[src/rtl/apb_ic_pkg.sv]
// Shared types and default bus widths for the APB interconnect request path.
package apb_ic_pkg;

    localparam int APB_ADDR_W = 32;
    localparam int APB_DATA_W = 32;

    // Per-cycle FIFO operation, bit 0 = push accepted, bit 1 = pop accepted
    typedef enum logic [1:0] {
        IDLE = 2'b00,
        PUSH = 2'b01,
        POP  = 2'b10,
        BOTH = 2'b11
    } fifo_op_e;

endpackage

[src/rtl/apb_req_fifo_if.sv]
// Handshake bundle between the APB slave, the request FIFO and the arbiter.
// Error outputs exist only when APB_REQ_FIFO_ERR_EN is defined.
interface apb_req_fifo_if import apb_ic_pkg::*; #(
    parameter int ADDR_W = APB_ADDR_W,
    parameter int DATA_W = APB_DATA_W,
    parameter int DEPTH  = 8
);
    localparam int CNT_W = $clog2(DEPTH + 1);

    logic              push_in;
    logic              push_write_in;
    logic [ADDR_W-1:0] push_addr_in;
    logic [DATA_W-1:0] push_wdata_in;
    logic              data_in_ack;
    logic              full_o;
    logic              almost_full_o;
    logic              pop_in;
    logic              empty_o;
    logic              pop_write_o;
    logic [ADDR_W-1:0] pop_addr_o;
    logic [DATA_W-1:0] pop_wdata_o;
    logic [CNT_W-1:0]  count_o;
`ifdef APB_REQ_FIFO_ERR_EN
    logic              ovf_err_o;
    logic              udf_err_o;

    modport slave (
        input  push_in, push_write_in, push_addr_in, push_wdata_in, pop_in,
        output data_in_ack, full_o, almost_full_o, empty_o,
        output pop_write_o, pop_addr_o, pop_wdata_o, count_o,
        output ovf_err_o, udf_err_o
    );
    modport master (
        output push_in, push_write_in, push_addr_in, push_wdata_in, pop_in,
        input  data_in_ack, full_o, almost_full_o, empty_o,
        input  pop_write_o, pop_addr_o, pop_wdata_o, count_o,
        input  ovf_err_o, udf_err_o
    );
`else
    modport slave (
        input  push_in, push_write_in, push_addr_in, push_wdata_in, pop_in,
        output data_in_ack, full_o, almost_full_o, empty_o,
        output pop_write_o, pop_addr_o, pop_wdata_o, count_o
    );
    modport master (
        output push_in, push_write_in, push_addr_in, push_wdata_in, pop_in,
        input  data_in_ack, full_o, almost_full_o, empty_o,
        input  pop_write_o, pop_addr_o, pop_wdata_o, count_o
    );
`endif
endinterface

[src/rtl/fifo_wrap_ptr.sv]
// Pointer counter that wraps explicitly from DEPTH-1 to 0, so DEPTH need not be a power of two.
module fifo_wrap_ptr #(
    parameter int DEPTH = 8,
    localparam int PTR_W = $clog2(DEPTH)
) (
    input  logic             clk,
    input  logic             reset,
    input  logic             inc_in,
    output logic [PTR_W-1:0] ptr_o
);

    logic [PTR_W-1:0] ptr_r;

    // Advance on each accepted operation, wrapping at the last slot
    always_ff @(posedge clk or negedge reset) begin
        if (!reset) begin
            ptr_r <= {PTR_W{1'b0}};
        end else if (inc_in) begin
            if (ptr_r == PTR_W'(DEPTH - 1)) begin
                ptr_r <= {PTR_W{1'b0}};
            end else begin
                ptr_r <= ptr_r + PTR_W'(1);
            end
        end else begin
            ptr_r <= ptr_r;
        end
    end

    assign ptr_o = ptr_r;

endmodule

[src/rtl/apb_req_fifo.sv]
// Single-queue APB request FIFO with first-word-fall-through head for the arbiter.
// Optional sticky overflow/underflow flags are enabled with APB_REQ_FIFO_ERR_EN.
module apb_req_fifo import apb_ic_pkg::*; #(
    parameter int DATA_W    = APB_DATA_W,
    parameter int ADDR_W    = APB_ADDR_W,
    parameter int DEPTH     = 8,
    parameter int AF_THRESH = DEPTH - 2
) (
    input  logic           clk,
    input  logic           reset,
    apb_req_fifo_if.slave  bus
);

    localparam int PTR_W = $clog2(DEPTH);
    localparam int CNT_W = $clog2(DEPTH + 1);
    localparam int ENT_W = 1 + ADDR_W + DATA_W;

    logic [ENT_W-1:0] mem_r [DEPTH];
    logic [PTR_W-1:0] rd_ptr_s;
    logic [PTR_W-1:0] wr_ptr_s;
    logic [CNT_W-1:0] count_r;
    logic             full_s;
    logic             empty_s;
    logic             push_acc_s;
    logic             pop_acc_s;
    fifo_op_e         op_s;
    logic [ENT_W-1:0] head_s;
    logic [DATA_W-1:0] wdata_s;

    // Flags come from registered count only, never from push_in/pop_in
    assign full_s     = (count_r == CNT_W'(DEPTH));
    assign empty_s    = (count_r == {CNT_W{1'b0}});
    assign push_acc_s = bus.push_in & ~full_s;
    assign pop_acc_s  = bus.pop_in & ~empty_s;
    assign op_s       = fifo_op_e'({pop_acc_s, push_acc_s});
    assign wdata_s    = bus.push_write_in ? bus.push_wdata_in : {DATA_W{1'b0}};

    fifo_wrap_ptr #(.DEPTH(DEPTH)) u_wr_ptr (
        .clk    (clk),
        .reset  (reset),
        .inc_in (push_acc_s),
        .ptr_o  (wr_ptr_s)
    );

    fifo_wrap_ptr #(.DEPTH(DEPTH)) u_rd_ptr (
        .clk    (clk),
        .reset  (reset),
        .inc_in (pop_acc_s),
        .ptr_o  (rd_ptr_s)
    );

    // Entry storage; left unreset because empty_s masks stale contents
    always_ff @(posedge clk) begin
        if (push_acc_s) begin
            mem_r[wr_ptr_s] <= {bus.push_write_in, bus.push_addr_in, wdata_s};
        end
    end

    // Occupancy tracking driven by the decoded operation
    always_ff @(posedge clk or negedge reset) begin
        if (!reset) begin
            count_r <= {CNT_W{1'b0}};
        end else begin
            case (op_s)
                PUSH:    count_r <= count_r + CNT_W'(1);
                POP:     count_r <= count_r - CNT_W'(1);
                IDLE:    count_r <= count_r;
                BOTH:    count_r <= count_r;
                default: count_r <= count_r;
            endcase
        end
    end

    assign head_s            = empty_s ? {ENT_W{1'b0}} : mem_r[rd_ptr_s];
    assign bus.pop_write_o   = head_s[ENT_W-1];
    assign bus.pop_addr_o    = head_s[ADDR_W+DATA_W-1:DATA_W];
    assign bus.pop_wdata_o   = head_s[DATA_W-1:0];
    assign bus.data_in_ack   = push_acc_s;
    assign bus.full_o        = full_s;
    assign bus.empty_o       = empty_s;
    assign bus.almost_full_o = (count_r >= CNT_W'(AF_THRESH));
    assign bus.count_o       = count_r;

`ifdef APB_REQ_FIFO_ERR_EN
    logic ovf_err_r;
    logic udf_err_r;

    // Sticky protocol-error flags, cleared only by reset
    always_ff @(posedge clk or negedge reset) begin
        if (!reset) begin
            ovf_err_r <= 1'b0;
            udf_err_r <= 1'b0;
        end else begin
            ovf_err_r <= ovf_err_r | (bus.push_in & full_s);
            udf_err_r <= udf_err_r | (bus.pop_in & empty_s);
        end
    end

    assign bus.ovf_err_o = ovf_err_r;
    assign bus.udf_err_o = udf_err_r;
`endif

endmodule

[src/flat_wrapper.sv]
// flat-port wrapper written by rule: the top's interface ports become plain ports
module apb_req_fifo_flat import apb_ic_pkg::*;
#(
    parameter int DATA_W    = APB_DATA_W,
    parameter int ADDR_W    = APB_ADDR_W,
    parameter int DEPTH     = 8,
    parameter int AF_THRESH = DEPTH - 2
)
  (clk, reset, bus_push_in, bus_push_write_in, bus_push_addr_in, bus_push_wdata_in, bus_pop_in, bus_data_in_ack, bus_full_o, bus_almost_full_o, bus_empty_o, bus_pop_write_o, bus_pop_addr_o, bus_pop_wdata_o, bus_count_o);
  apb_req_fifo_if #(.ADDR_W(ADDR_W), .DATA_W(DATA_W), .DEPTH(DEPTH)) bus_i ();
  input  logic clk;
  input  logic reset;
  input wire logic [$bits(bus_i.push_in)-1:0] bus_push_in;
  input wire logic [$bits(bus_i.push_write_in)-1:0] bus_push_write_in;
  input wire logic [$bits(bus_i.push_addr_in)-1:0] bus_push_addr_in;
  input wire logic [$bits(bus_i.push_wdata_in)-1:0] bus_push_wdata_in;
  input wire logic [$bits(bus_i.pop_in)-1:0] bus_pop_in;
  output wire logic [$bits(bus_i.data_in_ack)-1:0] bus_data_in_ack;
  output wire logic [$bits(bus_i.full_o)-1:0] bus_full_o;
  output wire logic [$bits(bus_i.almost_full_o)-1:0] bus_almost_full_o;
  output wire logic [$bits(bus_i.empty_o)-1:0] bus_empty_o;
  output wire logic [$bits(bus_i.pop_write_o)-1:0] bus_pop_write_o;
  output wire logic [$bits(bus_i.pop_addr_o)-1:0] bus_pop_addr_o;
  output wire logic [$bits(bus_i.pop_wdata_o)-1:0] bus_pop_wdata_o;
  output wire logic [$bits(bus_i.count_o)-1:0] bus_count_o;
  assign bus_i.push_in = bus_push_in;
  assign bus_i.push_write_in = bus_push_write_in;
  assign bus_i.push_addr_in = bus_push_addr_in;
  assign bus_i.push_wdata_in = bus_push_wdata_in;
  assign bus_i.pop_in = bus_pop_in;
  assign bus_data_in_ack = bus_i.data_in_ack;
  assign bus_full_o = bus_i.full_o;
  assign bus_almost_full_o = bus_i.almost_full_o;
  assign bus_empty_o = bus_i.empty_o;
  assign bus_pop_write_o = bus_i.pop_write_o;
  assign bus_pop_addr_o = bus_i.pop_addr_o;
  assign bus_pop_wdata_o = bus_i.pop_wdata_o;
  assign bus_count_o = bus_i.count_o;
  apb_req_fifo #(.DATA_W(DATA_W), .ADDR_W(ADDR_W), .DEPTH(DEPTH), .AF_THRESH(AF_THRESH)) u_core (.clk(clk), .reset(reset), .bus(bus_i));
endmodule
[config.mk]
export PLATFORM = sky130hd
export DESIGN_NAME = apb_req_fifo_flat
export DESIGN_NICKNAME = d
export VERILOG_FILES = /design/src/rtl/apb_ic_pkg.sv /design/src/rtl/apb_req_fifo_if.sv /design/src/rtl/fifo_wrap_ptr.sv /design/src/rtl/apb_req_fifo.sv /design/src/flat_wrapper.sv
export SDC_FILE = /design/constraint.sdc
export NUM_CORES = 1
export LEC_CHECK = 0
export BUFFER_PORTS_ARGS = -buffer_cell sky130_fd_sc_hd__buf_2
export CAP_MARGIN = 10
export CORE_MARGIN = 8
export CORE_UTILIZATION = 35
export CTS_CLUSTER_SIZE = 10
export DETAILED_ROUTE_END_ITERATION = 8
export GPL_ROUTABILITY_DRIVEN = 0
export HOLD_SLACK_MARGIN = 0.02
export PLACE_DENSITY = 0.58
export SETUP_SLACK_MARGIN = 0.4
export SYNTH_ARGS = -nofsm -noshare
export SYNTH_HDL_FRONTEND = slang
export SYNTH_SLANG_ARGS = --single-unit
[constraint.sdc]
create_clock -name clk -period 10.5 [get_ports clk]
set_clock_uncertainty 0.15 [all_clocks]
set_input_delay 1.05 -clock clk [delete_from_list [all_inputs] [get_ports clk]]
set_output_delay 1.05 -clock clk [all_outputs]
set_load 0.05 [all_outputs]
### Word level (Yosys, flattened, before mapping)

Memory sizes are Yosys's and may differ from the RTL's.
Cells that the tools add are included.

* register bits after elaboration: 10
* RAM bits: 520
* input port bits: 69
* output and inout bits: 73
* word-level logic and storage cells: 29
* memories: 1

* add/subtract/negate cells: 4
* magnitude comparators: 1
* equal/unequal tests: 6
* mux-type cells: 7
* bitwise gates (word level): 4
* reductions and logical operators: 3

Memories
* u_core.mem_r: depth 8, width 65, rd ports 1, clocked after Yosys merged registers in 0, wr ports 1, RTL line apb_req_fifo.sv:18 `logic [ENT_W-1:0] mem_r [DEPTH];`

Operators with widths (count)
* $mux 65: 1
* $mux 32: 1
* $pmux 4 s2: 1
* $add 3x1->3 const B: 2
* $eq 3x3->1 const B: 2
* $mux 3: 2
* $add 4x1->4 const B: 1
* $eq 2x2->1 const B: 2
* $eq 4x4->1 const B: 1
* $ge 4x3->1 const B: 1
* $logic_not 4->1: 1
* $sub 4x1->4 const B: 1
* $and 1x1->1: 2
* $eq 2x1->1 const B: 1
* $logic_not 2->1: 1
* $mux 1: 2
* $not 1->1: 2
* $reduce_or 2->1: 1

### Longest topological paths before layout

* word-level depth: 5
* gate-level depth with buffers: 9
* gate-level depth less buffers: 8

### Hierarchy

A second synthesis with hierarchy kept.

* cell total of the unflattened synthesis: 930
* area, all modules: 20608.5 µm²

Modules (own cells, without submodules)
* apb_req_fifo: instances 1, cells each 908, area an instance 20323.2 µm², seq. area each 15715.1 µm²
* fifo_wrap_ptr: instances 2, cells each 11, area an instance 142.6 µm², seq. area each 75.1 µm²

### Worst setup path after synthesis

No wires, ideal clock.

* kind: register to register
* from: reg u_core.count_r[0], in the netlist u_core.bus.count_o[0]
* to: mem u_core.mem_r[0][0] (netlist name) (enable)
* arrival: 7.600 ns
* path slack: 2.102 ns
* cell stages (with the launch flop): 6
* path buffers: 2
* cell sequence: dfrtp_1 > buf_2 > nor4b_2 > nand2b_1 > buf_2 > nor4_1

* cells in the longest elaborated chain, start to end: 5

Ends and longest elaborated chain
* start: declaration: RTL line apb_req_fifo.sv:21 `logic [CNT_W-1:0] count_r;`
* start signal: assignment: RTL line apb_req_fifo.sv:62 `count_r <= {CNT_W{1'b0}};`
* start signal: assignment: RTL line apb_req_fifo.sv:65 `PUSH: count_r <= count_r + CNT_W'(1);`
* start signal: assignment: RTL line apb_req_fifo.sv:66 `POP: count_r <= count_r - CNT_W'(1);`
* $eq 4x4->1: RTL line apb_req_fifo.sv:31 `assign full_s = (count_r == CNT_W'(DEPTH));`
* named net bus_full_o: RTL line flat_wrapper.sv:19 `output wire logic [$bits(bus_i.full_o)-1:0] bus_full_o;`
* $not 1->1: RTL line apb_req_fifo.sv:33 `assign push_acc_s = bus.push_in & ~full_s;`
* $and 1x1->1: RTL line apb_req_fifo.sv:33
* $mux 1: RTL line apb_req_fifo.sv:54 `if (push_acc_s) begin`
* $mux 1 (implied by the code): RTL line apb_req_fifo.sv:55 `mem_r[wr_ptr_s] <= {bus.push_write_in, bus.push_addr_in, wdata_s};`
* end: declaration: RTL line apb_req_fifo.sv:18

The timed path passes the listed nets, and every way through them passes these cells.

### Worst setup path after layout

* from: reg u_core.u_rd_ptr.ptr_r[0], in the netlist u_core.u_rd_ptr.ptr_o[0]
* to: out bus_pop_wdata_o[5]

* cells in the longest elaborated chain, start to end: 2

Ends and longest elaborated chain
* start: declaration: RTL line fifo_wrap_ptr.sv:12 `logic [PTR_W-1:0] ptr_r;`
* start signal: assignment: RTL line fifo_wrap_ptr.sv:17 `ptr_r <= {PTR_W{1'b0}};`
* start signal: assignment: RTL line fifo_wrap_ptr.sv:20 `ptr_r <= {PTR_W{1'b0}};`
* start signal: assignment: RTL line fifo_wrap_ptr.sv:22 `ptr_r <= ptr_r + PTR_W'(1);`
* $mem_v2 8x65
* $mux 65: RTL line apb_req_fifo.sv:74 `assign head_s = empty_s ? {ENT_W{1'b0}} : mem_r[rd_ptr_s];`
* end: declaration: RTL line flat_wrapper.sv:24 `output wire logic [$bits(bus_i.pop_wdata_o)-1:0] bus_pop_wdata_o;`

No other way between the ends.

==> flow_summary.toml <==
[final_layout]
utilization = 0.408
syn2layout_area_growth_pct = 16.1
drive_above_1_share = 0.332
fin_nets = 1177
fin_area_um2 = 23900
diodes = 0

[die]
die-area_um2 = 66800
rows = 89
die_h_um = 259
io_pins = 142
initial_core_util = 0.351
core-area_um2 = 58600
die_w_um = 259

[clocking]
clockBufferDepth = 3
cts.clk_slew.worst_paths_ns = 0.06
worst_skew_pair.late_latency_ns = 0.58
cts_tree = "done"
cts-hold-fix-buffers = 0
cts_buffers = 59
clock_sinks = 530
htree_levels = 2
postCtsResizedCells = 0
postCtsSetupRepairBufs = 0
cts_root_buf = "clkbuf_16"

[pwr]
p_leak_nw = 7.98
ir_drop_uv = 242
power_density_nw_per_um2 = 308

[global_route]
overflow = 0
grt_max_degree = 61
grt_pass1_wl_mm = 67.0
grt_antenna_before_repair = 3
track_usage = 0.132
grt_pass1_vias = 10400

[hold_path]
hold_path.class = "in -> async"

[timing]
rsz0062_at_grt = "no"
finalCriticalPeriod_ns = 5.12
layout_worst_path_cycle_share = 0.488
hold_violations = 0
setup_tns_ns = 0
setup_viol = 0
final_max_slew_viol_count = 0
slew_headroom = 0.363
fmax_mhz = 195
tightest_slew_ns = 0.953

[drt]
via_per_inst = 4.98
drt_wl_total_mm = 44.7
dr.pass1.iters = 4
drtIter0Drc = 605
antenna_violating_nets_post_route = 0
vias = 9494
wire_per_inst_um = 23.4
drc_errors = 0

[setup_path]
end_kind = "output pin"
criticalPathCategory = "reg -> out"
startpoint_type = "register"
crit_start = "u_core.u_rd_ptr.ptr_o[0]$_DFFE_PN0P_"
r2r-start = "u_core.bus.count_o[1]$_DFFE_PN0N_"
crit_required_ns = 9.30
worstPathArrival_ns = 3.92
reg2reg_setup_slack_ns = 6.76
cp_max_fo = 38

[run]
cap_violations = 0

[synth]
avgSynthCellArea_um2 = 22.1
yosys.area.top_type = "edfxtp_1"
synth-seq-cells = 530
syn_inst = 930
synth_top_area_share = 0.759
synth_area_leaders = "edfxtp_1 76%, mux4_2 14%, mux2i_1 3.2%, nor2_1 1.3%, dfrtp_1 1.2%"
yosysUniqueCellTypes = 32
ys_warn_count = 0
yosysSeqAreaShare = 0.771
syn-num-nets = 1005
netlist_area_um2 = 20600

[placed_design]
dp_hpwl_mm = 24.3
portBuffers = 141
postPlaceCellArea_um2 = 22200

[outcome]
status = "complete, no violations"
==> cells by family (layout without fill, tap and decap cells) <==
logic type / after synthesis / after routing / share of synthesized area
adder cells (fa/ha/maj): 6 / 6 / 0.00365
buffers and inverters: 56 / 258 / 0.0133
multiplexers: 199 / 199 / 0.176
AO/OA/AOI/OAI: 8 / 8 / 0.00413
AND/OR/NAND/NOR: 127 / 127 / 0.0306
flip-flops: 530 / 530 / 0.771
XOR/XNOR: 4 / 4 / 0.00170
==> state kept, by name (all words and copies together) (netlist names) <==
register               cells
u_core.u_rd_ptr.ptr_o      3
u_core.bus.count_o         4
u_core.u_wr_ptr.ptr_o      3
u_core.mem_r             520
==> layer usage <==
layer / wire, µm / part of all wire / vias to the layer above / GRT usage
met2: 22500 / 0.50 / 221 / 0.226
li1: - / - / 4157 / -
met1: 19100 / 0.43 / 5060 / 0.173
met3: 2210 / 0.049 / 54 / 0.0264
met4: 765 / 0.017 / 2 / 0.0350
met5: 13 / 0.00029 / - / 0
==> critical path, stage by stage, from the launching register on <==
cell	delay, ns
dfrtp_4	0.69
buf_4	0.66
buf_4	0.74
mux4_2	0.59
mux2i_1	0.21
nor2_1	0.06
buf_2	0.23
==> synthesized netlist by cell type (all sizes together) <==
| master | instances |
|---|---|
| a21oi | 1 |
| nand2b | 5 |
| o21ba | 1 |
| nor4 | 3 |
| xor2 | 2 |
| and2 | 32 |
| nor2 | 69 |
| nor4b | 2 |
| mux4 | 130 |
| mux2i | 66 |
| nand2 | 6 |
| or3 | 1 |
| o41ai | 1 |
| edfxtp | 520 |
| a21o | 3 |
| dfrtp | 10 |
| or4b | 1 |
| o21ai | 1 |
| buf | 32 |
| ha | 6 |
| mux2 | 3 |
| nor3 | 6 |
| nand4b | 1 |
| nor2b | 1 |
| clkbuf | 21 |
| inv | 3 |
| a221oi | 1 |
| xnor2 | 2 |
==> power breakdown <==
group | switching (W) | internal, W | total [W]
combinational | 0.00183 | 0.000900 | 0.00273
sequential | 0.000164 | 0.00265 | 0.00281
clock | 0.000749 | 0.00106 | 0.00181
==> stage by stage <==
stage	power [W]	instances	hold WS [ns]	setup slack, ns
floorplan	0.00497	930	0.393	2.10
global route	0.00772	1905	0.158	4.99
detailed placement	0.00568	1814	0.490	5.79
finish	0.00736	1905	0.175	5.38
CTS	0.00751	1905	0.138	5.14
global placement	0.00566	1814	0.462	5.80
==> worst paths after layout <==
path                                                         to  depth (start not counted)
max                                          bus_pop_wdata_o[5]                          6
min                           u_core.bus.count_o[1]$_DFFE_PN0N_                          1
max reg2reg                        u_core.mem_r[7][8]$_DFFE_PP_                          6
min reg2reg                u_core.u_wr_ptr.ptr_o[1]$_DFFE_PN0P_                          2
max in group asynchronous  u_core.u_rd_ptr.ptr_o[2]$_DFFE_PN0P_                          1
min in group clk           u_core.u_wr_ptr.ptr_o[1]$_DFFE_PN0P_                          2
==> layout make-up <==
class	instances	area, µm²
fill	5261	34700
multi-input combinational	344	4500
clock inverter	1	3.75
inverter	3	11.3
tap	773	967
clock buffer	90	1660
timing repair buffer	164	878
sequential	530	15900
==> cells in the final DEF (no fill, tap or decap), types with 2 or more instances in the layout <==
master / Yosys / routed
clkbuf_8: 0 / 2
nor3_1: 6 / 2
and2_1: 32 / 32
nand2b_1: 5 / 5
dfrtp_1: 10 / 7
clkbuf_16: 0 / 61
buf_4: 8 / 23
inv_1: 3 / 3
xnor2_1: 2 / 2
a21o_1: 3 / 3
dfrtp_4: 0 / 3
mux4_2: 130 / 130
nor2_4: 0 / 3
clkbuf_1: 21 / 27
edfxtp_1: 520 / 520
xor2_1: 2 / 2
nand2_1: 6 / 6
ha_1: 6 / 6
mux2_2: 3 / 3
nor4b_2: 2 / 2
buf_2: 20 / 141
nor3_2: 0 / 4
nor2_1: 69 / 66
mux2i_1: 66 / 66
No activity file was read; power rests on OpenSTA's default activity.
